File: src/rtl/cef_wr_if.sv
// Coefficient row stream in from TQ and row write bus out to mode decision.
// master: row producer/write consumer side; slave: the cef_wr block.
`ifndef COEFF_WIDTH
`define COEFF_WIDTH 16
`endif

interface cef_wr_if #(
  parameter int COEFF_WIDTH = `COEFF_WIDTH
);
  logic                      in_valid_i;
  logic                      in_ready_o;
  logic [COEFF_WIDTH*32-1:0] in_data_i;
  logic                      cef_wen_o;
  logic [4:0]                cef_widx_o;
  logic [COEFF_WIDTH*32-1:0] cef_data_o;

  modport master (
    output in_valid_i,
    output in_data_i,
    input  in_ready_o,
    input  cef_wen_o,
    input  cef_widx_o,
    input  cef_data_o
  );

  modport slave (
    input  in_valid_i,
    input  in_data_i,
    output in_ready_o,
    output cef_wen_o,
    output cef_widx_o,
    output cef_data_o
  );
endinterface

File: src/rtl/cef_wr.sv
// Writes TU coefficient rows into the 32x32 CU coefficient store.
// Ports: clk, rst_n (sync, active-high), start_i/tu_size_i/tu_y_i,
// bus (rows in, writes out), nz_o, done_o, err_o.
`ifndef COEFF_WIDTH
`define COEFF_WIDTH 16
`endif

module cef_wr #(
  parameter int COEFF_WIDTH = `COEFF_WIDTH
) (
  input  logic       clk,
  input  logic       rst_n,
  input  logic       start_i,
  input  logic [1:0] tu_size_i,
  input  logic [2:0] tu_y_i,
  cef_wr_if.slave    bus,
  output logic       nz_o,
  output logic       done_o,
  output logic       err_o
);

  localparam int DW = COEFF_WIDTH * 32;

  typedef enum logic [1:0] {
    IDLE,
    RUN,
    DONE
  } state_e;

  state_e          state_q, state_d;
  logic [1:0]      size_q, size_d;
  logic [4:0]      base_q, base_d;
  logic [4:0]      cnt_q, cnt_d;
  logic            nz_q, nz_d;
  logic            wen_q, wen_d;
  logic [4:0]      widx_q, widx_d;
  logic [DW-1:0]   data_q, data_d;
  logic            done_q, done_d;
  logic            err_q, err_d;

  logic [5:0]      n_start;
  logic [5:0]      n_cur;
  logic [6:0]      end_row;
  logic            fit;
  logic            accept;
  logic [DW-1:0]   masked;
  logic            row_nz;

  assign n_start = 6'd4 << tu_size_i;
  assign n_cur   = 6'd4 << size_q;
  assign end_row = {2'b00, tu_y_i, 2'b00}
                 + {1'b0, n_start};
  assign fit     = end_row <= 7'd32;
  assign accept  = (state_q == RUN)
                 & bus.in_valid_i;

  // Lanes beyond the TU width are zeroed and
  // excluded from the nonzero flag.
  always_comb begin
    masked = '0;
    row_nz = 1'b0;
    for (int i = 0; i < 32; i++) begin
      if (6'(i) < n_cur) begin
        masked[i*COEFF_WIDTH +: COEFF_WIDTH] =
          bus.in_data_i[i*COEFF_WIDTH +: COEFF_WIDTH];
        if (|bus.in_data_i[i*COEFF_WIDTH +: COEFF_WIDTH])
          row_nz = 1'b1;
      end
    end
  end

  always_comb begin
    state_d = state_q;
    size_d  = size_q;
    base_d  = base_q;
    cnt_d   = cnt_q;
    nz_d    = nz_q;
    wen_d   = 1'b0;
    widx_d  = widx_q;
    data_d  = data_q;
    done_d  = 1'b0;
    err_d   = 1'b0;
    unique case (state_q)
      IDLE: begin
        if (start_i) begin
          if (fit) begin
            state_d = RUN;
            size_d  = tu_size_i;
            base_d  = {tu_y_i, 2'b00};
            cnt_d   = '0;
            nz_d    = 1'b0;
          end else begin
            err_d = 1'b1;
          end
        end
      end
      RUN: begin
        if (accept) begin
          wen_d  = 1'b1;
          widx_d = base_q + cnt_q;
          data_d = masked;
          nz_d   = nz_q | row_nz;
          cnt_d  = cnt_q + 5'd1;
          if ({1'b0, cnt_q} == n_cur - 6'd1) begin
            state_d = DONE;
            done_d  = 1'b1;
          end
        end
      end
      DONE: state_d = IDLE;
      default: state_d = IDLE;
    endcase
  end

  always_ff @(posedge clk) begin
    if (rst_n) begin
      state_q <= IDLE;
      size_q  <= '0;
      base_q  <= '0;
      cnt_q   <= '0;
      nz_q    <= 1'b0;
      wen_q   <= 1'b0;
      widx_q  <= '0;
      data_q  <= '0;
      done_q  <= 1'b0;
      err_q   <= 1'b0;
    end else begin
      state_q <= state_d;
      size_q  <= size_d;
      base_q  <= base_d;
      cnt_q   <= cnt_d;
      nz_q    <= nz_d;
      wen_q   <= wen_d;
      widx_q  <= widx_d;
      data_q  <= data_d;
      done_q  <= done_d;
      err_q   <= err_d;
    end
  end

  assign bus.in_ready_o = (state_q == RUN);
  assign bus.cef_wen_o  = wen_q;
  assign bus.cef_widx_o = widx_q;
  assign bus.cef_data_o = data_q;
  assign nz_o           = nz_q;
  assign done_o         = done_q;
  assign err_o          = err_q;

endmodule

File: src/flat_wrapper.sv
// flat-port wrapper written by rule: the top's interface ports become plain ports
module cef_wr_flat 
#(
  parameter int COEFF_WIDTH = `COEFF_WIDTH
)
  (clk, rst_n, start_i, tu_size_i, tu_y_i, nz_o, done_o, err_o, bus_in_valid_i, bus_in_data_i, bus_in_ready_o, bus_cef_wen_o, bus_cef_widx_o, bus_cef_data_o);
  cef_wr_if #(.COEFF_WIDTH(COEFF_WIDTH)) bus_i ();
  input  logic clk;
  input  logic rst_n;
  input  logic start_i;
  input  logic [1:0] tu_size_i;
  input  logic [2:0] tu_y_i;
  output logic nz_o;
  output logic done_o;
  output logic err_o;
  input wire logic [$bits(bus_i.in_valid_i)-1:0] bus_in_valid_i;
  input wire logic [$bits(bus_i.in_data_i)-1:0] bus_in_data_i;
  output wire logic [$bits(bus_i.in_ready_o)-1:0] bus_in_ready_o;
  output wire logic [$bits(bus_i.cef_wen_o)-1:0] bus_cef_wen_o;
  output wire logic [$bits(bus_i.cef_widx_o)-1:0] bus_cef_widx_o;
  output wire logic [$bits(bus_i.cef_data_o)-1:0] bus_cef_data_o;
  assign bus_i.in_valid_i = bus_in_valid_i;
  assign bus_i.in_data_i = bus_in_data_i;
  assign bus_in_ready_o = bus_i.in_ready_o;
  assign bus_cef_wen_o = bus_i.cef_wen_o;
  assign bus_cef_widx_o = bus_i.cef_widx_o;
  assign bus_cef_data_o = bus_i.cef_data_o;
  cef_wr #(.COEFF_WIDTH(COEFF_WIDTH)) u_core (.clk(clk), .rst_n(rst_n), .start_i(start_i), .tu_size_i(tu_size_i), .tu_y_i(tu_y_i), .bus(bus_i), .nz_o(nz_o), .done_o(done_o), .err_o(err_o));
endmodule
File: config.mk
export PLATFORM = sky130hd
export DESIGN_NAME = cef_wr_flat
export DESIGN_NICKNAME = d
export VERILOG_FILES = /design/src/rtl/cef_wr_if.sv /design/src/rtl/cef_wr.sv /design/src/flat_wrapper.sv
export SDC_FILE = /design/constraint.sdc
export NUM_CORES = 1
export LEC_CHECK = 0
export CORE_AREA = 5 5 400 402
export CTS_BUF_LIST = sky130_fd_sc_hd__clkbuf_8
export DETAILED_ROUTE_END_ITERATION = 16
export DIE_AREA = 0 0 405 407
export GPL_TIMING_DRIVEN = 1
export PLACE_DENSITY = 0.3
export SLEW_MARGIN = 20
export SYNTH_ARGS = -nofsm -noshare
export SYNTH_HDL_FRONTEND = slang
export SYNTH_SLANG_ARGS = --single-unit
File: constraint.sdc
create_clock -name clk -period 3.2 [get_ports clk]
set_input_delay 0.64 -clock clk [delete_from_list [all_inputs] [get_ports clk]]
set_output_delay 0.64 -clock clk [all_outputs]
set_load 0.01 [all_outputs]
# After elaboration in Yosys (flattened, before gate mapping)
# Index checks and enable logic that the tools add are counted.
dict set report classes {
  addsub 4
  magnitude_cmp 33
  mux 112
  n_eq_ne 6
  n_reduce_logical 41
  n_shift 2
  bitwise 6
}
# op n
set ops {}
lappend ops {{two-way mux 16 bit} 32}
lappend ops {{OR reduction 16 bit} 32}
lappend ops {{< comparator 5 x 6 -> 1 bit (first input constant)} 16}
lappend ops {{two-way mux 1 bit} 70}
lappend ops {{< comparator 4 x 6 -> 1 bit (first input constant)} 8}
lappend ops {{< comparator 3 x 6 -> 1 bit (first input constant)} 4}
lappend ops {{two-way mux 5 bit} 3}
lappend ops {{< comparator 1 x 6 -> 1 bit (first input constant)} 2}
lappend ops {{< comparator 2 x 6 -> 1 bit (first input constant)} 2}
lappend ops {{<< shifter 3 x 2 -> 6 bit (first input constant)} 2}
lappend ops {{one-hot mux 5 bit (2 select lines)} 1}
lappend ops {{two-way mux 2 bit} 4}
lappend ops {{AND reduction 4 bit} 2}
lappend ops {{adder 5 x 6 -> 7 bit} 1}
lappend ops {{<= comparator 7 x 6 -> 1 bit (second input constant)} 1}
lappend ops {{equality test 5 x 6 -> 1 bit} 1}
lappend ops {{inequality test 2 x 1 -> 1 bit (second input constant)} 3}
lappend ops {{OR reduction 3 bit} 2}
lappend ops {{subtractor 6 x 1 -> 6 bit (second input constant)} 1}
lappend ops {{adder 5 x 1 -> 5 bit (second input constant)} 1}
lappend ops {{adder 5 bit} 1}
lappend ops {{inverter 1 bit} 4}
lappend ops {{one-hot mux 2 bit (2 select lines)} 1}
lappend ops {{AND reduction 3 bit} 1}
lappend ops {{other kinds (9)} 9}
dict set report totals {
  wordCells 214
  out_inout_bits 522
  regBits 533
}

# Depth between registers and ports, before layout
dict set report logic_depth {
  word_depth 68
  mapped_depth 11
  depth_no_buf 10
}

# Worst setup path before layout
# No wires, ideal clock.
dict set report synth_timing {
  path_kind {input -> register}
  startpoint {in tu_size_i[1]}
  endpoint {reg u_core.cnt_q[3]}
  path_slack_ns 0.499
  path_buffers 0
  arrival_time_ns 2.631
  stages 10
  path_cell_list {nor2_1 > ha_1 > inv_1 > fa_1 > nor3b_1 > a32oi_1 > a311oi_2 > nor2_2 > or3_1 > a21oi_1}
}
dict set report synth_between {
  elab_chain_cells 5
}
# element line
set synth_rtl {}
lappend synth_rtl {{start: declaration} flat_wrapper.sv:11} ;# input logic [1:0] tu_size_i;
lappend synth_rtl {{<< shifter 3 x 2 -> 6 bit} cef_wr.sv:49} ;# assign n_start = 6'd4 << tu_size_i;
lappend synth_rtl {{adder 5 x 6 -> 7 bit} cef_wr.sv:52} ;# + {1'b0, n_start};
lappend synth_rtl {{<= comparator 7 x 6 -> 1 bit} cef_wr.sv:53} ;# assign fit = end_row <= 7'd32;
lappend synth_rtl {{inequality test 2 x 1 -> 1 bit (no line)} -}
lappend synth_rtl {{AND reduction 4 bit (no line)} -}
lappend synth_rtl {{end signal: assignment} cef_wr.sv:131} ;# cnt_q <= cnt_d;
lappend synth_rtl {{end: declaration} cef_wr.sv:33} ;# logic [4:0] cnt_q, cnt_d;
# Every way passes these cells.
# A chain may end at the register's enable or synchronous reset.

# Worst setup path in the final report
# Ends and elaborated chain as after synthesis.

==> summary.txt <==
Pwr
  – Highest ir drop seen on vdd: 296 uV
  – Share of power burned in combinational logic: 10.3%
  – Cell internal pwr: 11.8 mW
  – Switching part of the total power: 26.3%
  – Clk pwr share: 47.4%
  – Power per standard cell area: 482 nW/um^2
  – Sequential fraction of design power: 42.3%
  – Net Sw Power: 4.21 mW
  – Leakage Power: 12.0 nW

Layout
  – Share of layout cells above drive strength 1: 9.69%
  – Total number of nets in the final design: 3114
  – # fillers: 16917
  – Layout Cells excl Fill: 4747
  – Most frequent cells in the layout: 1042 x sky130_fd_sc_hd__clkdlybuf4s50_1, 533 x sky130_fd_sc_hd__dfxtp_1, 512 x sky130_fd_sc_hd__a22o_1
  – Leading cell type in the layout, fill and taps excluded: sky130_fd_sc_hd__clkdlybuf4s50_1
  – Area growth syn-to-layout: 90.3%

Clock tree
  – CTS root buffer: sky130_fd_sc_hd__clkbuf_8
  – Total clock buffers created by CTS: 110
  – Number of gates resized after cts: 0
  – Count of hold-fix buffers inserted at cts: 0
  – Clock tree from TritonCTS: done
  – Setup bufs post-CTS: 0
  – H-tree depth: 3
  – Clk sink count: 533
  – Deepest clock path buffer count: 3
  – Clock-pin slew reported for the worst setup and hold paths after clock tree synthesis: 0.06 ns
  – Worst skew pair latency: 0.78 ns

Detailed routing
  – Via count: 17793
  – First-iteration detailed-routing DRC count: 916
  – Length of the first detailed-routing pass in iterations: 5
  – Drc violations: 0
  – Per-cell via count in the routed design: 3.75
  – Routed wirelength normalized by instance count: 24.6 microns
  – Post-detailed-routing wire length: 117000 microns
  – Final ANT Viol Nets: 0

Floorplanning
  – Effective utilization at floorplan: 11.2%
  – Chip width: 405 microns
  – Chip Height: 407 microns
  – Floorplan core area: 156000 sq um
  – Die footprint: 165000 sq um
  – Standard-cell rows: 145
  – I/O pin total: 1043

STA
  – Headroom to the max-slew limit: 32.8%
  – Fin. Hold Viols: 0
  – Pin slew with the least headroom to its limit: 1.01 ns
  – Period utilization: 85.0%
  – Max Fclk: 368 MHz
  – Clock skew: 0.0512 ns
  – Fin. max-slew vios: 0
  – Unrepaired setup endpoints after global routing: no
  – Final critical path time including I/O delays and setup: 2.72 ns
  – Final worst-path setup slack: 0.481 ns
  – Setup-failing EPs final: 0
  – Final worst hold slack: 0.460 ns

Synth
  – Share of async-settable or async-resettable flops after synthesis: 0%
  – Flops & latches, synth: 533
  – Net Count, Synth: 1982
  – Fraction of synthesized cell area taken by the top area cell type: 61.1%
  – Register area share after synthesis: 61.1%
  – Mean cell area of the mapped netlist: 12.0 sq um
  – Cell Area, Synth: 17500 sq um
  – Leading area contributor after synthesis: sky130_fd_sc_hd__dfxtp_1
  – Number of enable flip-flop cells after synthesis: 0
  – Synth unique cells: 42
  – Top cells by area in the synthesized netlist: sky130_fd_sc_hd__dfxtp_1 61%, sky130_fd_sc_hd__a22o_1 26%, sky130_fd_sc_hd__nor4_1 4.8%
  – Yosys warns: 0
  – Synthesized instance count: 1451
  – Top flip-flop cell by instance count after synthesis: sky130_fd_sc_hd__dfxtp_1

Place
  – Place WS: -0.250 ns
  – Placed Cells incl. Taps: 4529
  – Number of input and output port buffers inserted: 1042
  – Final weighted congestion in routability-driven placement: 0.861
  – Post-detail-place hpwl: 94100 microns

Worst setup path
  – Launching element type of the critical path: input pin
  – Cell type group with the largest total delay on the critical path: simple AND/OR/NAND/NOR gates
  – Maximum cell stage delay along the critical path: 0.49 ns
  – Highest net fanout along the worst path: 4
  – Worst Path Buf+Inv: 2
  – WS Path Type: in2reg
  – CP Data Required Time: 3.86 ns
  – Endpoint kind of the worst setup timing path: flip-flop
  – Cell type of the slowest stage on the worst timing path: sky130_fd_sc_hd__fa_1
  – Arrival time at the worst endpoint: 3.38 ns
  – Crit-path cells: clkdlybuf4s50_1 -> nor2_1 -> ha_1 -> inv_1 -> fa_1 -> nor4bb_1 -> a22oi_1 -> a311oi_2 -> nor2_2 -> or3_1 -> a21oi_1

Worst hold path
  – Hold/Removal Path Class: reg2reg

Global routing
  – GR Overflow Total: 0
  – Total global routing track utilization: 13.3%
  – Pin count of the biggest net entering global routing: 65
  – Number of global-route vias before repair: 18940
  – Global-route wire length before repair: 156000 microns
  – Initial antenna violation count: 23

Status
  – Outcome: finished, final reports clean

Run
  – Number of max-cap violations: 0
[final timing paths]
path / start / end / slack [ns] / depth (start not counted)
setup reg to reg: u_core.size_q[1] / u_core.nz_o / 0.50 / 9
setup / recovery: tu_size_i[1] / u_core.cnt_q[3] / 0.48 / 11
hold reg to reg: u_core.bus.cef_widx_o[2] / u_core.bus.cef_widx_o[2] / 0.46 / 2
hold / removal: u_core.bus.cef_widx_o[2] / u_core.bus.cef_widx_o[2] / 0.46 / 2
[power groups by stage]
stage | logic, mW | clock network, mW | registers, mW
final | 1.65 | 7.59 | 6.78
after global routing | 1.74 | 8.26 | 6.79
after CTS | 1.68 | 8.00 | 6.78
after detailed placement | 1.67 | 0 | 6.92
after global placement | 1.67 | 0 | 6.92
after floorplan | 0.320 | 0 | 6.95
[routing by layer]
layer	share of wire [%]	vias up	track usage, %
met5	0.084	-	0
met4	2.7	14	3.84
met3	8.4	179	5.08
met2	51	776	24.0
met1	38	8705	14.4
li1	-	8119	-
[worst register-to-register path, delay by kind of cell (launching register included)]
family / cells / cell delay [ns]
adder cells (fa/ha/maj): 1 / 0.32
AO/OA/AOI/OAI: 2 / 0.23
flip-flops: 1 / 0.45
AND/OR/NAND/NOR: 4 / 1.26
buffers and inverters: 2 / 0.32
[final cells by class]
cell class	instances	area (sq um)	area share [%]
repair buffers	1133	11300	34.0
flip-flops and latches	533	10700	32.1
multi-input cells	792	6310	19.0
well taps	2058	2570	7.74
clock buffers	137	1890	5.67
clock inverters	65	420	1.26
inverters	13	48.8	0.147
diodes	16	40.0	0.120
[kinds of logic after synthesis]
logic type / share of synthesized area [%]
buf+inv: 3.05
mux: 0.115
xor+xnor: 0.301
simple gates: 7.76
compound gates: 26.9
flops: 61.1
fa+ha+maj: 0.802
[sequential cells by signal, indices dropped and copies added (netlist names), 2 cells and up]
register,count
u_core.bus.cef_data_o,512
u_core.cnt_q,5
u_core.state_q,2
u_core.size_q,2
u_core.bus.cef_widx_o,5
u_core.base_q,3
[per-stage QoR]
stage | util (%) | instance area [sq um] | setup TNS (ns) | power (mW)
final | 21.4 | 33200 | 0 | 16.0
after detailed placement | 19.9 | 30900 | -1.74 | 8.59
after floorplan | - | 17500 | 0 | 7.27
after CTS | 21.3 | 33200 | 0 | 16.5
after global placement | 19.9 | 30900 | -1.23 | 8.59
after global routing | 21.4 | 33200 | 0 | 16.8
[synthesized netlist by cell type (5+ instances only)]
cell and number:
sky130_fd_sc_hd__dfxtp_1 533, sky130_fd_sc_hd__a22o_1 512, sky130_fd_sc_hd__nor4_1 133, sky130_fd_sc_hd__clkbuf_1 65
sky130_fd_sc_hd__buf_2 45, sky130_fd_sc_hd__nand4_1 31, sky130_fd_sc_hd__nor2_1 22, sky130_fd_sc_hd__a21oi_1 15
sky130_fd_sc_hd__inv_1 13, sky130_fd_sc_hd__nand2_1 11, sky130_fd_sc_hd__ha_1 8, sky130_fd_sc_hd__nand3_1 7
sky130_fd_sc_hd__nor3_1 5
Power figures use the tool's default switching activity.
